[src/rtl/axi_pkg.sv]
// Shared AXI read-path definitions: burst/resp encodings, the latched AR
// request payload and the read arbiter state encoding.
package axi_pkg;

    localparam int unsigned AXI_ADDR_W  = 64;
    localparam int unsigned AXI_DATA_W  = 128;
    localparam int unsigned AXI_ID_W    = 4;
    localparam int unsigned AXI_LEN_W   = 8;
    localparam int unsigned AXI_SIZE_W  = 3;
    localparam int unsigned AXI_BURST_W = 2;

    localparam logic [AXI_BURST_W-1:0] AXI_BURST_FIXED = 2'b00;
    localparam logic [AXI_BURST_W-1:0] AXI_BURST_INCR  = 2'b01;
    localparam logic [AXI_BURST_W-1:0] AXI_BURST_WRAP  = 2'b10;

    localparam logic [1:0] AXI_RESP_OKAY   = 2'b00;
    localparam logic [1:0] AXI_RESP_EXOKAY = 2'b01;
    localparam logic [1:0] AXI_RESP_SLVERR = 2'b10;
    localparam logic [1:0] AXI_RESP_DECERR = 2'b11;

    // Master index used for grant/prio: 0 = icache, 1 = dcache
    localparam logic MST_ICACHE = 1'b0;
    localparam logic MST_DCACHE = 1'b1;

    typedef struct packed {
        logic [AXI_ADDR_W-1:0]  addr;
        logic [AXI_ID_W-1:0]    id;
        logic [AXI_LEN_W-1:0]   len;
        logic [AXI_SIZE_W-1:0]  size;
        logic [AXI_BURST_W-1:0] burst;
    } ar_req_t;

    typedef enum logic [1:0] {
        ARB_IDLE = 2'd0,
        ARB_ADDR = 2'd1,
        ARB_DATA = 2'd2
    } arb_state_e;

endpackage

[src/rtl/axi_rr_arb2.sv]
// 2-way round-robin grant. The priority flop toggles on every upd_en pulse
// (end of a granted burst); grant itself is purely combinational.
//   clock, reset : clock, synchronous active-high reset
//   req[1:0]     : request vector (bit 0 icache, bit 1 dcache)
//   upd_en       : pass priority to the other master
//   gnt_c[1:0]   : one-hot (or zero) combinational grant
module axi_rr_arb2
    import axi_pkg::*;
(
    input  logic       clock,
    input  logic       reset,
    input  logic [1:0] req,
    input  logic       upd_en,
    output logic [1:0] gnt_c
);

    logic prio_q;

    // Priority pointer: reset favours icache
    always_ff @(posedge clock) begin
        if (reset) begin
            prio_q <= MST_ICACHE;
        end else if (upd_en) begin
            prio_q <= ~prio_q;
        end
    end

    // Single request wins outright; a tie goes to the prioritised master
    always_comb begin
        gnt_c = 2'b00;
        if (req == 2'b11) begin
            gnt_c[prio_q] = 1'b1;
        end else begin
            gnt_c = req;
        end
    end

endmodule

[src/rtl/axi_rd_arbiter.sv]
// Blocking AXI read arbiter: icache and dcache AR requests share one SoC read
// port, one burst outstanding; the R burst is steered back to the grantee.
// A sticky error flags stray beats, ID mismatches and beat-count mismatches.
//   clock/reset               : clock, synchronous active-high reset
//   icache2axi_arbiter_*      : icache AR request and R ready
//   axi_arbiter2icache_*      : icache AR ready and R beat
//   dcache2axi_arbiter_*      : dcache AR request and R ready
//   axi_arbiter2dcache_*      : dcache AR ready and R beat
//   axi_arbiter2axi_*         : AR request and R ready to the SoC bus
//   axi2axi_arbiter_*         : AR ready and R beat from the SoC bus
//   axi_arbiter_err           : sticky protocol error
module axi_rd_arbiter #(
    parameter int unsigned ADDR_W = 64,
    parameter int unsigned DATA_W = 128,
    parameter int unsigned ID_W   = 4
) (
    input  logic              clock,
    input  logic              reset,

    input  logic              icache2axi_arbiter_arvalid,
    input  logic [ADDR_W-1:0] icache2axi_arbiter_araddr,
    input  logic [ID_W-1:0]   icache2axi_arbiter_arid,
    input  logic [7:0]        icache2axi_arbiter_arlen,
    input  logic [2:0]        icache2axi_arbiter_arsize,
    input  logic [1:0]        icache2axi_arbiter_arburst,
    output logic              axi_arbiter2icache_arready,
    output logic              axi_arbiter2icache_rvalid,
    output logic [1:0]        axi_arbiter2icache_rresp,
    output logic [DATA_W-1:0] axi_arbiter2icache_rdata,
    output logic              axi_arbiter2icache_rlast,
    output logic [ID_W-1:0]   axi_arbiter2icache_rid,
    input  logic              icache2axi_arbiter_rready,

    input  logic              dcache2axi_arbiter_arvalid,
    input  logic [ADDR_W-1:0] dcache2axi_arbiter_araddr,
    input  logic [ID_W-1:0]   dcache2axi_arbiter_arid,
    input  logic [7:0]        dcache2axi_arbiter_arlen,
    input  logic [2:0]        dcache2axi_arbiter_arsize,
    input  logic [1:0]        dcache2axi_arbiter_arburst,
    output logic              axi_arbiter2dcache_arready,
    output logic              axi_arbiter2dcache_rvalid,
    output logic [1:0]        axi_arbiter2dcache_rresp,
    output logic [DATA_W-1:0] axi_arbiter2dcache_rdata,
    output logic              axi_arbiter2dcache_rlast,
    output logic [ID_W-1:0]   axi_arbiter2dcache_rid,
    input  logic              dcache2axi_arbiter_rready,

    output logic              axi_arbiter2axi_arvalid,
    output logic [ADDR_W-1:0] axi_arbiter2axi_araddr,
    output logic [ID_W-1:0]   axi_arbiter2axi_arid,
    output logic [7:0]        axi_arbiter2axi_arlen,
    output logic [2:0]        axi_arbiter2axi_arsize,
    output logic [1:0]        axi_arbiter2axi_arburst,
    input  logic              axi2axi_arbiter_arready,

    input  logic              axi2axi_arbiter_rvalid,
    input  logic [1:0]        axi2axi_arbiter_rresp,
    input  logic [DATA_W-1:0] axi2axi_arbiter_rdata,
    input  logic              axi2axi_arbiter_rlast,
    input  logic [ID_W-1:0]   axi2axi_arbiter_rid,
    output logic              axi_arbiter2axi_rready,

    output logic              axi_arbiter_err
);

    import axi_pkg::*;

    arb_state_e     state_q;
    arb_state_e     state_d;
    ar_req_t        ar_q;
    ar_req_t        req_sel;
    logic           grant_q;
    logic [7:0]     beat_cnt_q;
    logic [1:0]     arb_req;
    logic [1:0]     arb_gnt;
    logic           ar_hs;
    logic           beat;
    logic           burst_end;
    logic           err_set;

    assign arb_req = {dcache2axi_arbiter_arvalid, icache2axi_arbiter_arvalid};

    axi_rr_arb2 u_rr_arb (
        .clock  (clock),
        .reset  (reset),
        .req    (arb_req),
        .upd_en (burst_end),
        .gnt_c  (arb_gnt)
    );

    // Payload of the arbitration winner, captured on the AR handshake
    always_comb begin
        if (arb_gnt[1]) begin
            req_sel.addr  = AXI_ADDR_W'(dcache2axi_arbiter_araddr);
            req_sel.id    = AXI_ID_W'(dcache2axi_arbiter_arid);
            req_sel.len   = dcache2axi_arbiter_arlen;
            req_sel.size  = dcache2axi_arbiter_arsize;
            req_sel.burst = dcache2axi_arbiter_arburst;
        end else begin
            req_sel.addr  = AXI_ADDR_W'(icache2axi_arbiter_araddr);
            req_sel.id    = AXI_ID_W'(icache2axi_arbiter_arid);
            req_sel.len   = icache2axi_arbiter_arlen;
            req_sel.size  = icache2axi_arbiter_arsize;
            req_sel.burst = icache2axi_arbiter_arburst;
        end
    end

    // State register
    always_ff @(posedge clock) begin
        if (reset) begin
            state_q <= ARB_IDLE;
        end else begin
            state_q <= state_d;
        end
    end

    // Next state plus handshake steering
    always_comb begin
        state_d                    = state_q;
        axi_arbiter2icache_arready = 1'b0;
        axi_arbiter2dcache_arready = 1'b0;
        axi_arbiter2icache_rvalid  = 1'b0;
        axi_arbiter2dcache_rvalid  = 1'b0;
        axi_arbiter2axi_rready     = 1'b0;
        ar_hs                      = 1'b0;
        beat                       = 1'b0;
        burst_end                  = 1'b0;
        case (state_q)
            ARB_IDLE: begin
                // Grant only exists when its arvalid is high, so arready
                // high is always a completed handshake
                axi_arbiter2icache_arready = arb_gnt[0];
                axi_arbiter2dcache_arready = arb_gnt[1];
                if (|arb_gnt) begin
                    ar_hs   = 1'b1;
                    state_d = ARB_ADDR;
                end
            end
            ARB_ADDR: begin
                if (axi2axi_arbiter_arready) begin
                    state_d = ARB_DATA;
                end
            end
            ARB_DATA: begin
                if (grant_q == MST_DCACHE) begin
                    axi_arbiter2dcache_rvalid = axi2axi_arbiter_rvalid;
                    axi_arbiter2axi_rready    = dcache2axi_arbiter_rready;
                    beat = axi2axi_arbiter_rvalid & dcache2axi_arbiter_rready;
                end else begin
                    axi_arbiter2icache_rvalid = axi2axi_arbiter_rvalid;
                    axi_arbiter2axi_rready    = icache2axi_arbiter_rready;
                    beat = axi2axi_arbiter_rvalid & icache2axi_arbiter_rready;
                end
                if (beat && axi2axi_arbiter_rlast) begin
                    burst_end = 1'b1;
                    state_d   = ARB_IDLE;
                end
            end
            default: state_d = ARB_IDLE;
        endcase
    end

    // R payload is broadcast; only the grantee's rvalid qualifies it
    assign axi_arbiter2icache_rresp = axi2axi_arbiter_rresp;
    assign axi_arbiter2icache_rdata = axi2axi_arbiter_rdata;
    assign axi_arbiter2icache_rlast = axi2axi_arbiter_rlast;
    assign axi_arbiter2icache_rid   = axi2axi_arbiter_rid;
    assign axi_arbiter2dcache_rresp = axi2axi_arbiter_rresp;
    assign axi_arbiter2dcache_rdata = axi2axi_arbiter_rdata;
    assign axi_arbiter2dcache_rlast = axi2axi_arbiter_rlast;
    assign axi_arbiter2dcache_rid   = axi2axi_arbiter_rid;

    // Bus AR channel driven straight from the state and payload registers
    assign axi_arbiter2axi_arvalid = (state_q == ARB_ADDR);
    assign axi_arbiter2axi_araddr  = ADDR_W'(ar_q.addr);
    assign axi_arbiter2axi_arid    = ID_W'(ar_q.id);
    assign axi_arbiter2axi_arlen   = ar_q.len;
    assign axi_arbiter2axi_arsize  = ar_q.size;
    assign axi_arbiter2axi_arburst = ar_q.burst;

    // beat_cnt counts beats already taken, so the final beat sees arlen
    assign err_set = (axi2axi_arbiter_rvalid && (state_q != ARB_DATA))
                   || (beat && (AXI_ID_W'(axi2axi_arbiter_rid) != ar_q.id))
                   || (beat && axi2axi_arbiter_rlast && (beat_cnt_q != ar_q.len))
                   || (beat && !axi2axi_arbiter_rlast && (beat_cnt_q == ar_q.len));

    // Request latch, grant record, beat counter and sticky error
    always_ff @(posedge clock) begin
        if (reset) begin
            ar_q            <= '0;
            grant_q         <= MST_ICACHE;
            beat_cnt_q      <= 8'd0;
            axi_arbiter_err <= 1'b0;
        end else begin
            if (ar_hs) begin
                ar_q       <= req_sel;
                grant_q    <= arb_gnt[1];
                beat_cnt_q <= 8'd0;
            end else if (beat) begin
                beat_cnt_q <= beat_cnt_q + 8'd1;
            end
            if (err_set) begin
                axi_arbiter_err <= 1'b1;
            end
        end
    end

endmodule

[config.mk]
export PLATFORM = sky130hd
export DESIGN_NAME = axi_rd_arbiter
export DESIGN_NICKNAME = d
export VERILOG_FILES = /design/src/rtl/axi_pkg.sv /design/src/rtl/axi_rr_arb2.sv /design/src/rtl/axi_rd_arbiter.sv
export SDC_FILE = /design/constraint.sdc
export NUM_CORES = 1
export LEC_CHECK = 0
export CORE_AREA = 4 4 253 255
export CTS_CLUSTER_SIZE = 8
export DETAILED_ROUTE_END_ITERATION = 12
export DIE_AREA = 0 0 257 259
export GPL_ROUTABILITY_DRIVEN = 0
export PLACE_DENSITY = 0.35
export SLEW_MARGIN = 20
export SYNTH_ARGS = -nofsm -noshare
export SYNTH_HDL_FRONTEND = slang
export SYNTH_SLANG_ARGS = --single-unit
[constraint.sdc]
create_clock -name clock -period 3.14 [get_ports clock]
set_input_delay 0.314 -clock clock [delete_from_list [all_inputs] [get_ports clock]]
set_output_delay 0.314 -clock clock [all_outputs]
set_load 0.02 [all_outputs]
==> results of run 1 <==
-- final cells by class --
class	instances	area, um2
Antenna cell	1	2.50
Tap cell	837	1050
Sequential cell	94	1880
Inverter	5	18.8
Timing Repair Buffer	282	2860
Clock buffer	11	253
Fill cell	7070	53300
Multi-Input combinational cell	317	2240
Clock inverter	5	41.3
-- sequential cells by signal, summed over array words and instances, names as in the netlist, 2 cells and up --
signal	count
axi_arbiter2axi_arlen	8
axi_arbiter2axi_arid	4
axi_arbiter2axi_arsize	3
axi_arbiter2axi_arburst	2
beat_cnt_q	8
state_q	2
axi_arbiter2axi_araddr	64
-- cell usage after synthesis (5+ instances only) --
cell type and count:
nor2_1 96, a21oi_1 5, clkbuf_1 10, xnor2_1 10
o21ai_0 5, buf_4 286, dfxtp_1 94, inv_1 5
mux2i_1 81, a211oi_1 82, xor2_1 8, buf_2 10
-- report_power, final --
group	leakage, nW	internal (mW)	switching, mW
Sequential	0.780	1.33	0.0912
Combinational	2.23	0.615	0.572
Clock	0.138	0.587	0.563
Total	3.14	2.53	1.23
-- through the flow --
step                      setup slack (ps)  total power, mW  utilization [%]
after floorplan                       1590             2.49                -
final                                  588             3.76             13.6
after CTS                              516             3.91             13.5
after global routing                   510             4.02             13.5
after detailed placement               755             2.67             13.1
after global placement                 760             2.67             13.1
-- cell usage in the layout, fill, tap and decap left out, types with 2 or more instances in the layout --
master | Yosys | layout
clkbuf_16 | 0 | 9
xor2_1 | 8 | 8
a211oi_1 | 82 | 82
nor3_1 | 2 | 2
nand3_1 | 2 | 2
clkinv_4 | 0 | 2
nor4_1 | 4 | 4
clkdlybuf4s50_1 | 0 | 271
buf_12 | 0 | 5
or3_1 | 2 | 2
nor2_1 | 96 | 95
mux2i_1 | 81 | 81
dfxtp_1 | 94 | 94
nand4_1 | 2 | 2
buf_4 | 286 | 6
o21ai_0 | 5 | 4
xnor2_1 | 10 | 10
nand2_1 | 4 | 4
a21oi_1 | 5 | 5
clkbuf_8 | 0 | 2
clkinvlp_4 | 0 | 2
inv_1 | 5 | 5
-- kinds of logic after synthesis --
group,after synthesis
and+or+nand+nor,119
DFF,94
muxes,82
buffers and inverters,312
AOI/OAI and AO/OA,97
adders and majority gates,1
xor gates and xnor gates,18
-- worst max-delay path by stage --
| stage | end | cells after the start |
|---|---|---|
| after floorplan | axi_arbiter_err | 4 |
| after global placement | axi_arbiter2icache_arready | 3 |
| after detailed placement | axi_arbiter2icache_arready | 4 |
| after CTS | axi_arbiter2icache_arready | 3 |
| after global routing | axi_arbiter2icache_arready | 3 |
| final | axi_arbiter2icache_arready | 3 |
-- routing by layer --
layer | up-vias | share of wire, % | wire [um] | global-route usage, %
li1 | 2150 | - | - | -
met1 | 1860 | 35 | 7540 | 6.05
met2 | 300 | 46 | 9810 | 9.65
met3 | 80 | 13 | 2720 | 4.13
met4 | 0 | 5.5 | 1170 | 4.47
met5 | - | 0 | 0 | 0
==> metrics.md, run 1 <==
| Metric | Value |
|---|---|
| Status | complete, no violations |
| CTS max path bufs | 2 |
| Worst skew pair latency | 380 ps |
| Synth Area in Compound Gates | approximately 11% |
| Max stage delay cell, worst path | clkdlybuf4s50_1 |
| Synth Area in Adders | less than 1% |
| Hold WS | 352 ps |
| H-tree Lvls | 3 |
| CP top delay family | buffers and inverters |
| Yosys warns | 0 |
| Max_cap viols | 0 |
| FF-to-FF Start | state_q[1] |
| Maximum vdd drop | 264 uV |
| DIE WIDTH | approximately 260 um |
| FF-to-FF path depth | 5 |
| Max Fclk | 0.392 GHz |
| Post-Synth XOR/XNOR Area | 2.48% |
| Net count after synthesis | about 1000 |
| Capture point of the worst reg-to-reg path | axi_arbiter2axi_araddr[55] |
| Drt drc | 0 |
| Share of cells above drive strength 1 | under 10% |
| Simple-Gate Fraction of Synth Area | around 8.1% |
| CP startpoint | state_q[1] |
| Synthesized flop and latch total | 94 |
| Final TNS setup | 0 ps |
| Wire per inst | 13.7 um |
| Cell Chain, Critical Path | or2_1 -> a211oi_1 -> clkdlybuf4s50_1 |
| Die Area | 66600 um2 |
| Via count | 4390 |
| Area after DPL | ~8000 um2 |
| Synthesized area | roughly 6400 um2 |
| DP HPWL | 17.0 mm |
| # clock sinks | between 90 and 100 |
| Synth-to-layout area growth | 31.1% |
| Initial Utilization | 10.3% |
| Hold Path Class | in -> reg |
| Global Route Usage Sum | 6.26% |
| Mux cell area share after synthesis | 13.1% |
| Max FO, Critical Path | 4 |
| Pwr Density | 450 nW/um2 |
| Final Net Count | 1015 |
| Ys flop type | dfxtp_1 |
| Netlist cell types | 33 |
| First-pass DRT Iterations | 4 |
| Final Skew | between 10 and 15 ps |
| Gate Count Post-Synth | 723 |
| Via density | 2.83 |
| Leak | 3.14 nW |
| Post-synthesis sequential area ratio | 29.5% |
| DRT iter0 DRCs | slightly below 80 |
| Hold depth | 2 |
| IO buf count | 272 |
| CTS resizes | 0 |
| Core area | ~62000 um2 |
| EDFF count, synth | 0 |
| CTS Buf Count | 9 |
| Area share of the largest cell type after synthesis | approximately a third |
| CP arrival | around 2200 ps |
| Slowest stage delay, CP | 710 ps |
| Clock-pin slew on the worst setup and hold paths | 70 ps |
| HP Start | reset |
| Cell taking the most area after synthesis | buf_4 |
| Hold endpoint | state_q[0] |
| Worst Tran Pin Value | 765 ps |
| CTS tree | yes |
| Setup bufs post-CTS | 0 |
| Fin crit period | 2550 ps |
| Max-slew headroom | 48.7% |
| Post-route ant nets | 0 |
| Async set or reset register ratio after synthesis | 0% |
| CP required | 2830 ps |
| Top-Level Pins | 663 |
| Placed Cells | 1535 |
| Cts hold-fix bufs | 0 |
| Critical Path Start Type | register |
| First-pass GRT wire length | around 30 mm |
| WS Path Type | reg -> out |
| GRT overflow | 0 |
| Root Driver | clkbuf_16 |
| Finished Layout Cells | approximately 1600 |
| CP Capture Type | primary output |
| Final Cycle Share | 81.3% |
| # setup viols final | 0 |
| Design Area, Final | around 8300 um2 |
| # rows | 91 |
| Final Hold Vio Count | 0 |
| Die height | approximately 260 um |
| Max-slew violations | 0 |
| Syn Area/Cell | slightly below 9 um2 |
| Initial antenna violation count | 0 |
| Reg-to-reg slack, setup | 1200 ps |
| Number of global-route vias before repair | roughly 4700 |
| RSZ-0062 raised after global routing | false |
| Main combinational cell family by area after synthesis | buffers and inverters |
| Synth top area cells | buf_4 34%, dfxtp_1 30%, mux2i_1 13% |
| Final wirelength | 21.3 mm |
| Critical path buffers and inverters | 1 |
| Largest net degree at the start of global routing | slightly above 60 |
Note: power is estimated with default switching activity, not from simulation.
==> inputs of run 2 (changes only) <==
- CORE_AREA: 4 4 253 255 -> 4 4 254 256
- DIE_AREA: 0 0 257 259 -> 0 0 258 260
- clock period: 3.14 -> 2.6 ns (I/O delays scaled with it)
==> run 2 against run 1 <==
Against the previous run:
- hold slack lost 49 ps
- clock power rose by 17%
- sequential share of layout area fell by 0.26 points
- critical path depth unchanged
- clock-buffer cell count is 1 lower
- cell count rose by 1.5%
- wire length is 6.7% higher
- critical endpoint unchanged
- cell area grew 1.2%
- first-iteration DRC count increased by 6.4%
- utilization about the same
==> metrics.md, run 2 (synthesis gave the netlist of run 1 again) <==
| Metric | Value |
|---|---|
| Status | complete, no violations |
| CTS max path bufs | 2 (unchanged) |
| Final wirelength | 22.7 mm (+6.7%) |
| Max_cap viols | 0 (unchanged) |
| Die height | 260 um (+0.39%) |
| Cts hold-fix bufs | 0 (unchanged) |
| CTS tree | yes |
| Share of cells above drive strength 1 | 6.18% (+1.7 points) |
| Reg-to-reg slack, setup | 720 ps (-480 ps) |
| Final Cycle Share | 87.2% |
| Most frequent cells in the layout | 271 x clkdlybuf4s50_1, 95 x nor2_1, 94 x dfxtp_1 |
| RSZ-0062 raised after global routing | false |
| CP required | 2340 ps (-490 ps) |
| # setup viols final | 0 (unchanged) |
| Clock-pin slew on the worst setup and hold paths | 80 ps (about the same) |
| Hold WS | 303 ps (-48.7 ps) |
| Root Driver | clkbuf_16 |
| Max Fclk | 0.441 GHz |
| Setup ws final | 333 ps (-255 ps) |
| Post-route ant nets | 0 (unchanged) |
| Worst Tran Pin Value | 799 ps (+34.3 ps) |
| Final TNS setup | 0 ps (unchanged) |
| IO buf count | 272 (unchanged) |
| Critical Path Start Type | register |
| Max FO, Critical Path | 4 (unchanged) |
| First-pass GRT wire length | 32.5 mm (+6.7%) |
| Drt drc | 0 (unchanged) |
| Via density | 2.88 (+2.0%) |
| Cell Chain, Critical Path | or2_1 -> a211oi_1 -> clkdlybuf4s50_1 |
| CP Capture Type | primary output |
| WS Path Type | reg -> out |
| Initial Utilization | 10.2% (-0.15 points) |
| H-tree Lvls | 3 (unchanged) |
| Fin crit period | 2270 ps |
| Via count | 4542 (+3.5%) |
| Leak | 3.20 nW (+1.7%) |
| Final Hold Vio Count | 0 (unchanged) |
| Design Area, Final | 8440 um2 (+1.2%) |
| CTS Buf Count | 9 (unchanged) |
| Slowest stage delay, CP | 670 ps (-40 ps) |
| Synth-to-layout area growth | 32.6% |
| Top-Level Pins | 663 (unchanged) |
| Number of global-route vias before repair | 4852 (+2.5%) |
| CP arrival | 2010 ps (-230 ps) |
| Hold Path Class | in -> reg |
| Max stage delay cell, worst path | clkdlybuf4s50_1 |
| Area after DPL | 8170 um2 (+1.4%) |
| Core area | 62500 um2 (+1.5%) |
| Wire per inst | 14.4 um (+5.2%) |
| Final Net Count | 1029 (+1.4%) |
| First-pass DRT Iterations | 4 (unchanged) |
| DRT iter0 DRCs | 83 (+6.4%) |
| Finished Core Util | 13.5% (-0.041 points) |
| Final Skew | 10.9 ps (-2.82 ps) |
| Die Area | 67100 um2 (+0.78%) |
| Commonest non-fill, non-tap cell in the layout | clkdlybuf4s50_1 |
| CTS resizes | 0 (unchanged) |
| Max-slew headroom | 46.4% (-2.3 points) |
| Initial antenna violation count | 1 (+1) |
| CP top delay family | buffers and inverters |
| Placement Setup Slack | 406 ps (-349 ps) |
| Worst skew pair latency | 380 ps (about the same) |
| Critical path buffers and inverters | 1 (unchanged) |
| # rows | 92 (+1.1%) |
| GRT overflow | 0 (unchanged) |
| Setup bufs post-CTS | 0 (unchanged) |
| Maximum vdd drop | 311 uV (+18%) |
| Global Route Usage Sum | 6.66% (+0.40 points) |
| Max reg flops | 64 (unchanged) |
| # clock sinks | 94 (unchanged) |
| Max-slew violations | 0 (unchanged) |
| DIE WIDTH | 258 um (+0.39%) |
| Largest net degree at the start of global routing | 65 (+4.8%) |
| DP HPWL | 18.3 mm (+7.7%) |
| Pwr Density | 537 nW/um2 (+19%) |
run 2: report_power, final:
group | internal, mW | total [mW] | switching (mW) | leakage (nW)
Sequential | 1.61 | 1.72 | 0.115 | 0.780
Combinational | 0.764 | 1.46 | 0.700 | 2.29
Clock | 0.658 | 1.35 | 0.695 | 0.129
Total | 3.03 | 4.54 | 1.51 | 3.20
run 2: routing by layer:
| layer | vias to the layer above | GRT usage [%] | wire [um] |
|---|---|---|---|
| li1 | 2182 | - | - |
| met3 | 101 | 3.59 | 2430 |
| met5 | - | 0 | 13 |
| met1 | 1970 | 6.86 | 8490 |
| met4 | 2 | 5.09 | 1570 |
| met2 | 287 | 10.2 | 10200 |
run 2: path summary, 6_finish.rpt:
check                            startpoint                         end  depth (start not counted)
setup / recovery                 state_q[1]  axi_arbiter2icache_arready                          3
hold / removal                        reset             axi_arbiter_err                          3
hold reg to reg   axi_arbiter2axi_araddr[4]   axi_arbiter2axi_araddr[4]                          2
setup reg to reg    axi_arbiter2axi_arid[3]             axi_arbiter_err                          6
run 2: worst min-delay path, delay by kind of cell:
kind,cells,cell delay [ps]
AOI/OAI and AO/OA,1,130
buffers and inverters,2,250
run 2: final cells by class:
class                      instances  area, um2
sequential                        94       1880
multi-input combinational        317       2240
inverter                           5       18.8
clock buffer                      10        229
timing repair buffer             296       2960
tap                              846       1060
fill                            7187      54100
clock inverter                     6       46.3
antenna                            1       2.50
run 2: stage by stage:
step / total power, mW / cells
6_report: 4.54 / 1575
5_1_grt: 4.86 / 1574
4_1_cts: 4.71 / 1574
3_5_place_dp: 3.26 / 1558
3_3_place_gp: 3.26 / 1558
2_1_floorplan: 3.01 / 723
==> inputs of run 3 (changes only) <==
- ABC_CLOCK_PERIOD_IN_PS: default -> 2600
==> results of run 3 <==
Final layout, timing and power as in run 2 (identical DEF).
